--- src/rtl/risc_lsu_32.sv ---
// Load/store unit: turns byte-addressed RV32 loads/stores into word accesses on a
// word-indexed data memory, doing read-modify-write for SB/SH and extending loads.
module risc_lsu_32 #(
  parameter int MEM_DEPTH_LOG2 = 6
) (
  input  logic        clk,
  input  logic        rst_n,
  input  logic        req_valid,
  output logic        req_ready,
  input  logic        req_write,
  input  logic [2:0]  req_funct3,
  input  logic [31:0] req_addr,
  input  logic [31:0] req_wdata,
  output logic        rsp_valid,
  output logic [31:0] rsp_rdata,
  output logic        rsp_error,
  output logic [31:0] mem_addr,
  output logic        mem_we,
  output logic [31:0] mem_wdata,
  input  logic [31:0] mem_rdata
);

  typedef enum logic [2:0] {
    IDLE,
    LOAD,
    STORE_W,
    RMW_RD,
    RMW_WR,
    RESP
  } state_t;

  localparam logic [31:0] ADDR_LIMIT = 32'd4 << MEM_DEPTH_LOG2;

  state_t      state_q, state_d;
  logic        write_q, write_d;
  logic [2:0]  funct3_q, funct3_d;
  logic [31:0] addr_q, addr_d;
  logic [31:0] wdata_q, wdata_d;
  logic [31:0] merge_q, merge_d;
  logic [31:0] rsp_rdata_q, rsp_rdata_d;
  logic        rsp_error_q, rsp_error_d;

  // Request classification works on the live request so the error path needs no extra state.
  logic f3_legal, store_bad, misaligned, out_of_range, req_err;

  always_comb begin
    f3_legal   = 1'b0;
    misaligned = 1'b0;
    case (req_funct3)
      3'b000, 3'b001, 3'b010, 3'b100, 3'b101: f3_legal = 1'b1;
      default:                                f3_legal = 1'b0;
    endcase
    case (req_funct3[1:0])
      2'b01:   misaligned = req_addr[0];
      2'b10:   misaligned = |req_addr[1:0];
      default: misaligned = 1'b0;
    endcase
    store_bad    = req_write & req_funct3[2];
    out_of_range = (req_addr >= ADDR_LIMIT);
    req_err      = ~f3_legal | store_bad | misaligned | out_of_range;
  end

  logic [7:0]  rd_lane [4];
  logic [3:0]  byte_en;
  logic [31:0] store_word;
  logic [31:0] merged_word;

  always_comb begin
    if (funct3_q[0]) begin
      byte_en    = addr_q[1] ? 4'b1100 : 4'b0011;
      store_word = {2{wdata_q[15:0]}};
    end else begin
      byte_en    = 4'b0001 << addr_q[1:0];
      store_word = {4{wdata_q[7:0]}};
    end
  end

  genvar gi;
  generate
    for (gi = 0; gi < 4; gi++) begin : g_lane
      assign rd_lane[gi] = mem_rdata[8*gi +: 8];
      assign merged_word[8*gi +: 8] = byte_en[gi] ? store_word[8*gi +: 8]
                                                  : merge_q[8*gi +: 8];
    end
  endgenerate

  logic [7:0]  byte_sel;
  logic [15:0] half_sel;
  logic [31:0] load_ext;

  always_comb begin
    byte_sel = rd_lane[addr_q[1:0]];
    half_sel = addr_q[1] ? mem_rdata[31:16] : mem_rdata[15:0];
    case (funct3_q)
      3'b000:  load_ext = {{24{byte_sel[7]}}, byte_sel};
      3'b100:  load_ext = {24'h0, byte_sel};
      3'b001:  load_ext = {{16{half_sel[15]}}, half_sel};
      3'b101:  load_ext = {16'h0, half_sel};
      default: load_ext = mem_rdata;
    endcase
  end

  // Memory-port outputs are decoded from state so reset removes mem_we without waiting for a clock.
  always_comb begin
    state_d     = state_q;
    write_d     = write_q;
    funct3_d    = funct3_q;
    addr_d      = addr_q;
    wdata_d     = wdata_q;
    merge_d     = merge_q;
    rsp_rdata_d = rsp_rdata_q;
    rsp_error_d = rsp_error_q;
    req_ready   = 1'b0;
    rsp_valid   = 1'b0;
    mem_addr    = 32'h0;
    mem_we      = 1'b0;
    mem_wdata   = 32'h0;

    case (state_q)
      IDLE: begin
        req_ready = 1'b1;
        if (req_valid) begin
          write_d  = req_write;
          funct3_d = req_funct3;
          addr_d   = req_addr;
          wdata_d  = req_wdata;
          if (req_err) begin
            rsp_rdata_d = 32'h0;
            rsp_error_d = 1'b1;
            state_d     = RESP;
          end else if (!req_write) begin
            state_d = LOAD;
          end else if (req_funct3[1]) begin
            state_d = STORE_W;
          end else begin
            state_d = RMW_RD;
          end
        end
      end
      LOAD: begin
        mem_addr    = {2'b00, addr_q[31:2]};
        rsp_rdata_d = load_ext;
        rsp_error_d = 1'b0;
        state_d     = RESP;
      end
      STORE_W: begin
        mem_addr    = {2'b00, addr_q[31:2]};
        mem_we      = 1'b1;
        mem_wdata   = wdata_q;
        rsp_rdata_d = 32'h0;
        rsp_error_d = 1'b0;
        state_d     = RESP;
      end
      RMW_RD: begin
        mem_addr = {2'b00, addr_q[31:2]};
        merge_d  = mem_rdata;
        state_d  = RMW_WR;
      end
      RMW_WR: begin
        mem_addr    = {2'b00, addr_q[31:2]};
        mem_we      = 1'b1;
        mem_wdata   = merged_word;
        rsp_rdata_d = 32'h0;
        rsp_error_d = 1'b0;
        state_d     = RESP;
      end
      RESP: begin
        rsp_valid = 1'b1;
        state_d   = IDLE;
      end
      default: state_d = IDLE;
    endcase
  end

  always_ff @(posedge clk or negedge rst_n) begin
    if (!rst_n) begin
      state_q     <= IDLE;
      write_q     <= 1'b0;
      funct3_q    <= 3'b000;
      addr_q      <= 32'h0;
      wdata_q     <= 32'h0;
      merge_q     <= 32'h0;
      rsp_rdata_q <= 32'h0;
      rsp_error_q <= 1'b0;
    end else begin
      state_q     <= state_d;
      write_q     <= write_d;
      funct3_q    <= funct3_d;
      addr_q      <= addr_d;
      wdata_q     <= wdata_d;
      merge_q     <= merge_d;
      rsp_rdata_q <= rsp_rdata_d;
      rsp_error_q <= rsp_error_d;
    end
  end

  assign rsp_rdata = rsp_rdata_q;
  assign rsp_error = rsp_error_q;

  // write_q is kept for visibility of the accepted request; routing is already encoded in state.
  logic unused_write;
  assign unused_write = write_q;

endmodule

--- config.mk ---
export PLATFORM = sky130hd
export DESIGN_NAME = risc_lsu_32
export DESIGN_NICKNAME = d
export VERILOG_FILES = /design/src/rtl/risc_lsu_32.sv
export SDC_FILE = /design/constraint.sdc
export NUM_CORES = 1
export LEC_CHECK = 0
export CAP_MARGIN = 20
export CORE_UTILIZATION = 44
export CTS_BUF_LIST = sky130_fd_sc_hd__clkbuf_8 sky130_fd_sc_hd__clkbuf_16
export DETAILED_ROUTE_END_ITERATION = 8
export GPL_TIMING_DRIVEN = 1
export PLACE_DENSITY = 0.76
export SETUP_SLACK_MARGIN = 0.15
export SYNTH_ARGS = -nofsm -noshare
export SYNTH_HDL_FRONTEND = slang
export SYNTH_SLANG_ARGS = --single-unit
--- constraint.sdc ---
create_clock -name clk -period 2.3 [get_ports clk]
set_input_delay 0.23 -clock clk [delete_from_list [all_inputs] [get_ports clk]]
set_output_delay 0.23 -clock clk [all_outputs]
set_load 0.05 [all_outputs]
## After elaboration in Yosys (flattened, before gate mapping)

Index checks and enable logic that the tools add are counted.

- Reductions and logical operators: 13
- Magnitude comparators: 2
- Shift operators: 1
- Equality and inequality tests: 16
- Bitwise gates (word level): 6
- Mux-type cells: 30

Operators with widths:

| operator | count |
|---|---|
| one-hot mux 32 bit (4 select lines) | 1 |
| two-way mux 32 bit | 3 |
| one-hot mux 32 bit (3 select lines) | 1 |
| one-hot mux 32 bit (2 select lines) | 1 |
| two-way mux 8 bit | 6 |
| greater-or-equal comparator 32 x 9 -> 1 bit, second input constant | 1 |
| two-way mux 30 bit | 1 |
| equality test 3 bit, second input constant | 6 |
| binary-select mux 8 bit (select 2 bit) | 1 |
| two-way mux 16 bit | 1 |
| equality test 3 x 1 -> 1 bit, second input constant | 3 |
| equality test 3 x 2 -> 1 bit, second input constant | 3 |
| zero test 3 bit | 3 |
| one-hot mux 3 bit (3 select lines) | 1 |
| two-way mux 4 bit | 2 |
| two-way mux 1 bit | 7 |
| two-way mux 3 bit | 2 |
| AND reduction 3 bit | 2 |
| OR reduction 5 bit | 1 |
| inequality test 2 bit, second input constant | 2 |
| one-hot mux 1 bit (2 select lines) | 2 |
| OR reduction 2 bit | 2 |
| OR reduction 4 bit | 1 |
| left shift 1 x 2 -> 4 bit, first input constant | 1 |
| 12 further kinds | 14 |

- Output and inout bits: 100
- Word-level logic and storage cells: 75
- Register bits: 135

## Longest topological paths before layout

- Depth after elaboration: 10
- Mapped depth: 9
- Gate-level depth less buffers: 7

## Least setup slack after synthesis

OpenSTA, ideal clock, no wires.

- Path kind: register -> output
- Start point: register state_q[1]
- End point: output port mem_addr[20]
- Data required time: 2.070 ns
- Cell stages (with the launch flop): 6
- Slack: -0.434 ns
- Path buffers: 2
- Data arrival time: 2.504 ns
- Path through: dfrtp_1 > buf_2 > nor3_1 > nor2b_1 > clkbuf_1 > and2_1

- Word-level cells in the longest chain between the ends: 3
- Elaborated cells between the ends (all ways): 6

Ends and longest elaborated chain:

| item | RTL line | source |
|---|---|---|
| from (decl) | 34 | `state_t state_q, state_d;` |
| from (signal assigned) | 186 | `state_q <= state_d;` |
| equality test 3 bit (tied with other cells) | 119 | `case (state_q)` |
| OR reduction 4 bit (no source line) * | - |  |
| two-way mux 30 bit * | 119 |  |
| to (decl) | 17 | `output logic [31:0] mem_addr,` |

Mark *: on every way between the ends. The rest lies on a longest branch, timed or not.

## Final worst setup path

- Start point: register state_q[0]
- End point: output port mem_wdata[7]

- Word-level cells in the longest chain between the ends: 2
- Elaborated cells between the ends (all ways): 3

Ends and longest elaborated chain:

| item | RTL line | source |
|---|---|---|
| equality test 3 bit / equality test 3 x 2 -> 1 bit (equally long branches) | 119 |  |
| one-hot mux 32 bit (2 select lines) * | 119 |  |
| to (decl) | 19 | `output logic [31:0] mem_wdata,` |

Marks and branches as above.

==> flow_summary.ini <==
[logic_synthesis]
synth-xor-area-share_pct = 0.130
synth_area_um2 = 6720
synth_top_family_by_area = simple AND/OR/NAND/NOR gates
synth-main-ff-cell = dfrtp_1
synthAdderAreaFrac_pct = 0.558
synth_edf_count = 0
synthSimpleGateAreaFrac_pct = 21.8
postSynthAreaPerCell_um2 = 9.26
synth.area.mux_share_pct = 9.55
synthArstFlopShare_pct = 100
synth_compound_area_share_pct = 13.7
ys_ff_latch = 135
syn_inst = 726
yosys_warnings = 0
netlist-cell-type-count = 51
yosysSeqAreaShare_pct = 50.3

[routing]
drt-total-wl_um = 22100
drc_errors = 16
wl_per_cell_um = 19.3
avgViaCountPerCell = 5.60
postRouteAntennaNets = 0
drt_pass1_iterations = 9
vias = 6404
first_iter_violations = 520

[cells_and_area]
mostFrequentLayoutCells = nand2_1 (244), clkdlybuf4s50_1 (134), dfrtp_1 (132)
drive_above_1_share_pct = 27.7
layout.nets = 1052
diodes = 0
mostFrequentLayoutCell = nand2_1
syn_to_final_growth_pct = 60.8
ff_latch_area_um2 = 3380
fill_cells = 973
post-route-util_pct = 73.5
multi_input_area_um2 = 3440

[die]
die_y_um = 126
rows = 44
die-area_um2 = 15800
core-area_um2 = 14700
fp.dieW_um = 126
boundaryPins = 203
start_util_pct = 45.7

[timing]
finalMaxSlewViolations = 0
rsz0062_at_grt = yes
period_minus_slack_ns = 2.19
fin_crit_sh_pct = 95.3
skew_ns = 0.00796
setup-violations-final = 0
slew_headroom_pct = 56.3
whs_ns = 0.229
worst_pin_slew_ns = 0.655
timing.fmax_ghz = 0.456
finalHoldViolations = 0

[setup_path]
crit_path_max_fanout = 9
critPathArrivalTime_ns = 1.96
cp.required_ns = 2.07
crit_type = reg2out
worst_setup_path_end_kind = primary output
startpoint_type = flop

[placement]
dp_hpwl_um = 15400
port-buffer-count = 200
gp_congestion = 0.884

[grt]
grt_pass1_wl_um = 33600
grt.total_usage_pct = 27.9
antenna_found_initial = 0
grt_pass1_vias = 6253
grt_max_degree = 52
globalRouteOverflowTotal = 0

[pwr]
power_density_nw_per_um2 = 1480
leakagePower_uw = 0.00487
peakVddDrop_mv = 0.978

[clock_network]
clkLatencyLatePin_ns = 0.43
root_buffer = clkbuf_16
cts_sinks = 135
ctsHtreeMaxLevel = 4
cts_tree = done
numCtsBuffers = 17
cts.clk_slew.worst_paths_ns = 0.06
clockBufferDepth = 2

[run_status]
failed_checks = DRC
status = finished with violations

[flow_run]
max_cap_violations = 0

[min_path]
hold_class = in2async
-- flip-flops by register name, summed over array words and instances (netlist names) --
register,flops
addr_q,32
funct3_q,3
merge_q,32
rsp_error,1
rsp_rdata,32
state_q,3
wdata_q,32
-- cell usage after synthesis (3+ instances only) --
cell type / number / area, µm²
mux4_2: 3 / 67.6
o2bb2ai_1: 5 / 43.8
inv_1: 12 / 45.0
a221o_2: 9 / 101
nor4_1: 6 / 37.5
a31oi_1: 5 / 31.3
nor3_1: 9 / 45.0
mux2i_1: 18 / 180
nor2_1: 24 / 90.1
o221ai_1: 5 / 43.8
ha_1: 3 / 37.5
o22ai_1: 3 / 18.8
clkbuf_1: 31 / 116
nor2b_1: 3 / 18.8
buf_4: 3 / 22.5
a22o_1: 12 / 105
o21ai_0: 43 / 215
nand2b_1: 5 / 31.3
buf_2: 12 / 60.1
a21oi_1: 21 / 105
mux2_2: 35 / 394
a221o_1: 9 / 90.1
and2_1: 32 / 200
nand2_1: 246 / 923
a22oi_1: 4 / 30.0
dfrtp_1: 135 / 3380
-- layout make-up --
type,count,area share (%)
multi-input combinational,531,31.8
inverter,12,0.417
timing repair buffer,249,28.8
clock buffer,17,3.94
tap,184,2.13
clock inverter,15,1.67
sequential,135,31.3
-- worst max-delay path, stage by stage (launching register included) --
cell     delay [ns]
dfrtp_1        0.40
buf_6          0.15
or3b_4         0.42
o31ai_4        0.07
buf_6          0.18
a22o_4         0.17
buf_12         0.13
-- power breakdown --
group / leakage (µW) / total, µW / switching (µW) / internal, µW
combinational: 0.00290 / 9470 / 5390 / 4080
clock: 0.000283 / 2790 / 1090 / 1710
sequential: 0.00168 / 3690 / 562 / 3130
-- metrics by stage --
stage          std cells  TNS (ns)  setup WS, ns  total power, µW  cell area [µm²]
6_report            1143         0         0.107            16000            10800
5_1_grt             1143         0        0.0730            16700            10800
2_1_floorplan        727    -0.938       -0.0495             8520             6740
4_1_cts             1134         0        0.0589            15400            10500
3_5_place_dp        1099     -3.61        -0.181            12300             9700
3_3_place_gp        1099     -1.71        -0.102            12200             9700
-- layer usage --
| layer | routed length [µm] | vias up | GRT usage (%) | part of all wire [%] |
|---|---|---|---|---|
| met5 | 0 | - | 0 | 0 |
| met4 | 755 | 0 | 10.8 | 3.4 |
| met2 | 10700 | 339 | 45.8 | 48 |
| li1 | - | 2923 | - | - |
| met1 | 8330 | 3069 | 33.6 | 38 |
| met3 | 2330 | 73 | 9.58 | 11 |
-- timing repair --
action,4_1_cts,5_1_grt
buffers inserted,2,6
hold buffers,1,0
pin swaps,10,7
resized for setup,39,55
cloned,0,3
endpoints found under the hold margin,41,0
endpoints found under the setup margin,64,78
-- worst paths after layout --
path                        startpoint       endpoint  slack [ns]  cells past startpoint
max                         state_q[0]   mem_wdata[7]        0.11                      6
min in group clk           req_addr[5]      addr_q[5]        0.33                      3
max in group asynchronous        rst_n    funct3_q[0]        1.35                      3
min reg2reg                 addr_q[23]     addr_q[23]        0.46                      2
min                              rst_n    wdata_q[20]        0.23                      2
max reg2reg                 state_q[0]  rsp_rdata[25]        0.46                      7
-- logic make-up after synthesis --
group                      Yosys count
DFF                                135
adders and majority gates            3
other                                1
xor gates and xnor gates             1
buffers and inverters               61
muxes                               56
AOI/OAI and AO/OA                  129
and+or+nand+nor                    340
No activity file was read; power rests on OpenSTA's default activity.
